$ cat config.mk
export PLATFORM = sky130hd
export DESIGN_NAME = operand_sorter_flat
export DESIGN_NICKNAME = d
export VERILOG_FILES = /design/src/rtl/operand_sorter_if.sv /design/src/rtl/operand_sorter.sv /design/src/flat_wrapper.sv
export SDC_FILE = /design/constraint.sdc
export NUM_CORES = 1
export LEC_CHECK = 0
export ABC_CLOCK_PERIOD_IN_PS = 1390
export CAP_MARGIN = 20
export CORE_AREA = 2 2 127 129
export DETAILED_ROUTE_END_ITERATION = 10
export DIE_AREA = 0 0 129 131
export PLACE_DENSITY_LB_ADDON = 0.25
export SYNTH_ARGS = -nofsm -noshare
export SYNTH_HDL_FRONTEND = slang
export SYNTH_SLANG_ARGS = --single-unit
export TNS_END_PERCENT = 100
$ cat constraint.sdc
create_clock -name clk -period 1.39 [get_ports clk]
set_input_delay 0.2085 -clock clk [delete_from_list [all_inputs] [get_ports clk]]
set_output_delay 0.2085 -clock clk [all_outputs]
set_load 0.05 [all_outputs]
$ cat src/rtl/operand_sorter_if.sv
// rtl/operand_sorter_if.sv - operand pair in / ordered result out handshake bundle
interface operand_sorter_if #(
  parameter int WIDTH = 16,
  parameter int DEPTH = 2
);
  localparam int LW = $clog2(DEPTH + 1);

  logic             in_valid;
  logic             in_ready;
  logic [WIDTH-1:0] A;
  logic [WIDTH-1:0] B;
  logic             out_valid;
  logic             out_ready;
  logic [WIDTH-1:0] divisible;
  logic [WIDTH-1:0] divider;
  logic             swapped;
  logic             equal;
  logic             zero_div;
  logic             neg;
  logic [LW-1:0]    level;

  modport master (
    output in_valid, A, B, out_ready,
    input  in_ready, out_valid, divisible, divider, swapped, equal, zero_div, neg, level
  );

  modport slave (
    input  in_valid, A, B, out_ready,
    output in_ready, out_valid, divisible, divider, swapped, equal, zero_div, neg, level
  );
endinterface

$ cat src/rtl/operand_sorter.sv
// rtl/operand_sorter.sv - orders operand pairs by magnitude into a small result FIFO
module operand_sorter #(
  parameter int WIDTH  = 16,
  parameter int DEPTH  = 2,
  parameter int SIGNED = 0
) (
  input logic             clk,
  input logic             res,
  operand_sorter_if.slave bus
);
  localparam int LW = $clog2(DEPTH + 1);
  localparam int PW = $clog2(DEPTH);
  localparam logic [LW-1:0]    FULL = LW'(DEPTH);
  localparam logic [WIDTH-1:0] ONE  = WIDTH'(1);

  typedef struct packed {
    logic [WIDTH-1:0] dvs;
    logic [WIDTH-1:0] dvr;
    logic             sw;
    logic             eq;
    logic             zd;
    logic             ng;
  } entry_t;

  entry_t        r_mem [DEPTH];
  logic [PW-1:0] r_wr;
  logic [PW-1:0] r_rd;
  logic [LW-1:0] r_level;

  logic [WIDTH-1:0] w_ma;
  logic [WIDTH-1:0] w_mb;
  logic             w_b_gt;
  logic             w_push;
  logic             w_pop;
  entry_t           w_new;
  entry_t           w_head;

  // Negation in WIDTH bits maps the most negative value onto 2^(WIDTH-1).
  always_comb begin
    w_ma = bus.A;
    w_mb = bus.B;
    if (SIGNED != 0) begin
      if (bus.A[WIDTH-1]) w_ma = ~bus.A + ONE;
      if (bus.B[WIDTH-1]) w_mb = ~bus.B + ONE;
    end
    w_b_gt    = (w_mb > w_ma);
    w_new     = '0;
    w_new.dvs = w_b_gt ? w_mb : w_ma;
    w_new.dvr = w_b_gt ? w_ma : w_mb;
    w_new.sw  = w_b_gt;
    w_new.eq  = (w_ma == w_mb);
    w_new.zd  = ((w_b_gt ? w_ma : w_mb) == '0);
    w_new.ng  = (SIGNED != 0) && (bus.A[WIDTH-1] ^ bus.B[WIDTH-1]);
  end

  assign w_push = bus.in_valid && bus.in_ready;
  assign w_pop  = bus.out_valid && bus.out_ready;

  always_ff @(posedge clk or negedge res) begin
    if (!res) begin
      r_wr    <= '0;
      r_rd    <= '0;
      r_level <= '0;
      for (int i = 0; i < DEPTH; i++) r_mem[i] <= '0;
    end else begin
      if (w_push) begin
        r_mem[r_wr] <= w_new;
        r_wr        <= r_wr + PW'(1);
      end
      if (w_pop) r_rd <= r_rd + PW'(1);
      if (w_push && !w_pop)      r_level <= r_level + LW'(1);
      else if (!w_push && w_pop) r_level <= r_level - LW'(1);
    end
  end

  assign w_head        = r_mem[r_rd];
  assign bus.in_ready  = (r_level != FULL);
  assign bus.out_valid = (r_level != '0);
  assign bus.level     = r_level;
  assign bus.divisible = w_head.dvs;
  assign bus.divider   = w_head.dvr;
  assign bus.swapped   = w_head.sw;
  assign bus.equal     = w_head.eq;
  assign bus.zero_div  = w_head.zd;
  assign bus.neg       = w_head.ng;
endmodule

$ cat src/flat_wrapper.sv
// flat-port wrapper written by rule: the top's interface ports become plain ports
module operand_sorter_flat 
#(
  parameter int WIDTH  = 16,
  parameter int DEPTH  = 2,
  parameter int SIGNED = 0
)
  (clk, res, bus_in_valid, bus_A, bus_B, bus_out_ready, bus_in_ready, bus_out_valid, bus_divisible, bus_divider, bus_swapped, bus_equal, bus_zero_div, bus_neg, bus_level);
  operand_sorter_if #(.WIDTH(WIDTH), .DEPTH(DEPTH)) bus_i ();
  input logic clk;
  input logic res;
  input wire logic [$bits(bus_i.in_valid)-1:0] bus_in_valid;
  input wire logic [$bits(bus_i.A)-1:0] bus_A;
  input wire logic [$bits(bus_i.B)-1:0] bus_B;
  input wire logic [$bits(bus_i.out_ready)-1:0] bus_out_ready;
  output wire logic [$bits(bus_i.in_ready)-1:0] bus_in_ready;
  output wire logic [$bits(bus_i.out_valid)-1:0] bus_out_valid;
  output wire logic [$bits(bus_i.divisible)-1:0] bus_divisible;
  output wire logic [$bits(bus_i.divider)-1:0] bus_divider;
  output wire logic [$bits(bus_i.swapped)-1:0] bus_swapped;
  output wire logic [$bits(bus_i.equal)-1:0] bus_equal;
  output wire logic [$bits(bus_i.zero_div)-1:0] bus_zero_div;
  output wire logic [$bits(bus_i.neg)-1:0] bus_neg;
  output wire logic [$bits(bus_i.level)-1:0] bus_level;
  assign bus_i.in_valid = bus_in_valid;
  assign bus_i.A = bus_A;
  assign bus_i.B = bus_B;
  assign bus_i.out_ready = bus_out_ready;
  assign bus_in_ready = bus_i.in_ready;
  assign bus_out_valid = bus_i.out_valid;
  assign bus_divisible = bus_i.divisible;
  assign bus_divider = bus_i.divider;
  assign bus_swapped = bus_i.swapped;
  assign bus_equal = bus_i.equal;
  assign bus_zero_div = bus_i.zero_div;
  assign bus_neg = bus_i.neg;
  assign bus_level = bus_i.level;
  operand_sorter #(.WIDTH(WIDTH), .DEPTH(DEPTH), .SIGNED(SIGNED)) u_core (.clk(clk), .res(res), .bus(bus_i));
endmodule
==> impl_metrics.ini <==
[power]
pwr-share-clk_pct = 11.4
intPower_mw = 10.5
comb_power_share_pct = 67.5
p_seq_share_pct = 21.0
swShare_pct = 42.8
irDropWorstVdd_mv = 1.25
power_mw = 18.3
power_density_nw_per_um2 = 2010
power_leakage_nw = 3.67
power_switching_mw = 7.85

[worst_setup_path]
cpMaxStageDelayCell = dfrtp_2
rr_worst_depth = 7
worstPathMaxFanout = 5
worstSetupPathType = register to output pin
worstPathRequired_ps = 1180
cp-end-kind = output pin
worst-path-stages = 4
path_cells = buf_6 -> clkbuf_16 -> mux2_4 -> buf_12
start_kind = register
cp_num_buf_inv = 3
cpLargestDelayFamily = flip-flops
timing.rr.start = u_core.bus.level[0]
critPathMaxStageDelay_ps = 480
cp_data_arrival_time_ps = 1620
cp-startpoint = u_core.r_rd

[route]
drc = 0
ant_nets = 0
avgViaCountPerCell = 5.52
first_pass_iters = 5
detail_route.wirelength_mm = 19.4
drt_iter0_drc = 417
num_vias = 5060
wl_per_cell_um = 21.2

[sta]
whs_ps = 299
rsz0062_at_grt = true
maxSlewViolCount = 0
setup_slack_ps = -437
min_period_ps = 1830
hold_violations = 0
clock_skew_ps = 6.16
fin_setup_tns_ps = -38540
max_freq_ghz = 0.547
finalSetupViolCount = 106
finalCritPeriodShare_pct = 131

[floorplanning]
core-area_um2 = 15600
dieArea_um2 = 16900
io_pins = 76
fp-row-count = 46
start_util_pct = 29.6
die_height_um = 131
die_x_um = 129

[placed_design]
place.port_buffers = 74
dp_hpwl_mm = 11.9
pre_cts_slack_ps = -1340
dpl-instance-area_um2 = 7360
placed_cells = 843
gp_congestion = 0.863

[clock_tree]
clk_pin_slew_ps = 60
clk_latency_ps = 350
htree_levels = 3
clock-sinks = 74
numCtsBuffers = 9
cts_root_buf = clkbuf_16
clock_path_buffers = 2
cts_tree = done

[run_status]
violations = negative setup slack
status = finished with violations

[global_route]
track_usage_pct = 22.3
grt_pass1_wl_mm = 28.4
overflow = 0
gr-usage-met3_pct = 4.03
grt_max_degree = 49
grt.met1_usage_pct = 29.6
antenna_found_initial = 0
use_met2_pct = 36.9
grt_pass1_vias = 5140
busiest_layer = met2

[cells_and_area]
design_area_um2 = 9110
layout-drive-gt1-share_pct = 59.3
syn2layout_area_growth_pct = 97.6
num-fill-cells = 1184
n_antenna_cell = 0
final_cell_count_no_fill = 917
fin_util_pct = 58.4
final_nets = 750

[synth]
ys_types = 43
synth_edf_count = 0
ys_seq_area_share_pct = 40.2
netlist_instances = 482
synth_fp_nets = 535
synth-main-ff-cell = dfrtp_1
synthArstFlopShare_pct = 100
synth-warning-count = 0
syn_area_per_cell_um2 = 9.56
synth_area_um2 = 4610
synth-seq-cells = 74

[worst_hold_path]
hold_depth = 4
worstHoldStart = bus_B[1]
min_path_type = primary input to register

[job]
drv_cap = 0
[cell families (layout without fill, tap and decap cells)]
group | count (synthesis) | in the layout | synth area share [%]
compound gates | 153 | 153 | 25.9
xor+xnor | 4 | 4 | 0.760
fa+ha+maj | 17 | 17 | 4.61
buf+inv | 62 | 281 | 5.67
flops | 74 | 74 | 40.2
mux | 35 | 35 | 8.55
other cells | 1 | 1 | 0.0814
simple gates | 136 | 136 | 14.2
[cells in the final DEF, fill, tap and decap left out, drive strengths merged, types with 5 or more instances in the layout]
| cell type | n |
|---|---|
| inv | 18 |
| o311ai | 32 |
| dfrtp | 74 |
| nand4 | 5 |
| nor2 | 69 |
| a21oi | 7 |
| a32oi | 16 |
| o41a | 16 |
| clkbuf | 16 |
| mux2 | 35 |
| nor4 | 10 |
| nand2 | 29 |
| o21ai | 6 |
| buf | 240 |
| ha | 17 |
| and2 | 16 |
| a31oi | 66 |
[area by class of cell]
| class | count | area [um2] | share of cell area, % |
|---|---|---|---|
| multi-input combinational | 346 | 3730 | 40.9 |
| timing repair buffer | 247 | 2850 | 31.3 |
| sequential | 74 | 1860 | 20.4 |
| tap | 216 | 270 | 2.97 |
| clock buffer | 12 | 236 | 2.60 |
| inverter | 18 | 139 | 1.52 |
| clock inverter | 3 | 17.5 | 0.192 |
| timing repair inverter | 1 | 8.76 | 0.0962 |
[synth_stat cells, types with 2 or more instances]
library cell  instances  area share (%)
a21oi_1               7            0.76
a31oi_1              66             9.0
a32oi_1              16             3.0
and2_1               16             2.2
buf_1                 2            0.16
buf_2                17             1.8
buf_4                 2            0.33
clkbuf_1             23             1.9
dfrtp_1              74              40
ha_1                 17             4.6
inv_1                17             1.4
mux2_2               35             8.6
nand2_1              29             2.4
nand4_1               2            0.27
nand4_2               2            0.54
nor2_1               69             5.6
nor4_1                8             1.1
o21a_1                2            0.33
o21ai_0               5            0.54
o311ai_1             32             6.1
o41a_1               16             3.9
or2_2                 2            0.27
xnor2_1               2            0.38
xor2_1                2            0.38
[power groups by stage]
stage	registers, mW	clock network (mW)	logic, mW
finish	3.86	2.10	12.4
global route	3.98	2.21	13.0
CTS	3.84	2.11	12.1
detailed placement	3.86	0	10.8
global placement	3.79	0	10.7
floorplan	3.79	0	6.55
[registers in the layout, indices dropped and copies added (netlist names)]
register,count
u_core.bus.level,2
u_core.r_wr,1
u_core.r_rd,1
u_core.r_mem,70
[worst paths after layout]
path	endpoint	slack [ps]
worst max register to register	u_core.bus.level[1]	0
worst min register to register	u_core.r_mem[39]	490
max in group asynchronous	u_core.r_mem[9]	460
worst min-delay path	u_core.r_mem[41]	300
worst max-delay path	bus_divider[11]	-440
min in group asynchronous	u_core.r_rd	360
[layer usage]
metal / wire, um / vias to the layer above
li1: - / 2294
met1: 8190 / 2533
met2: 9710 / 195
met3: 1050 / 38
met4: 481 / 0
met5: 0 / -
[worst min-delay path, delay by kind of cell]
family / cells / cell delay [ps]
buffers and inverters: 2 / 210
AO/OA/AOI/OAI: 2 / 180
[repair_timing]
action,CTS,global route
pin swaps,74,71
hold buffers,1,0
resized for setup,245,111
cloned,10,4
setup buffers,41,20
setup endpoints to repair,106,107
hold endpoints to repair,17,0
(Power assumes the default switching activity.)
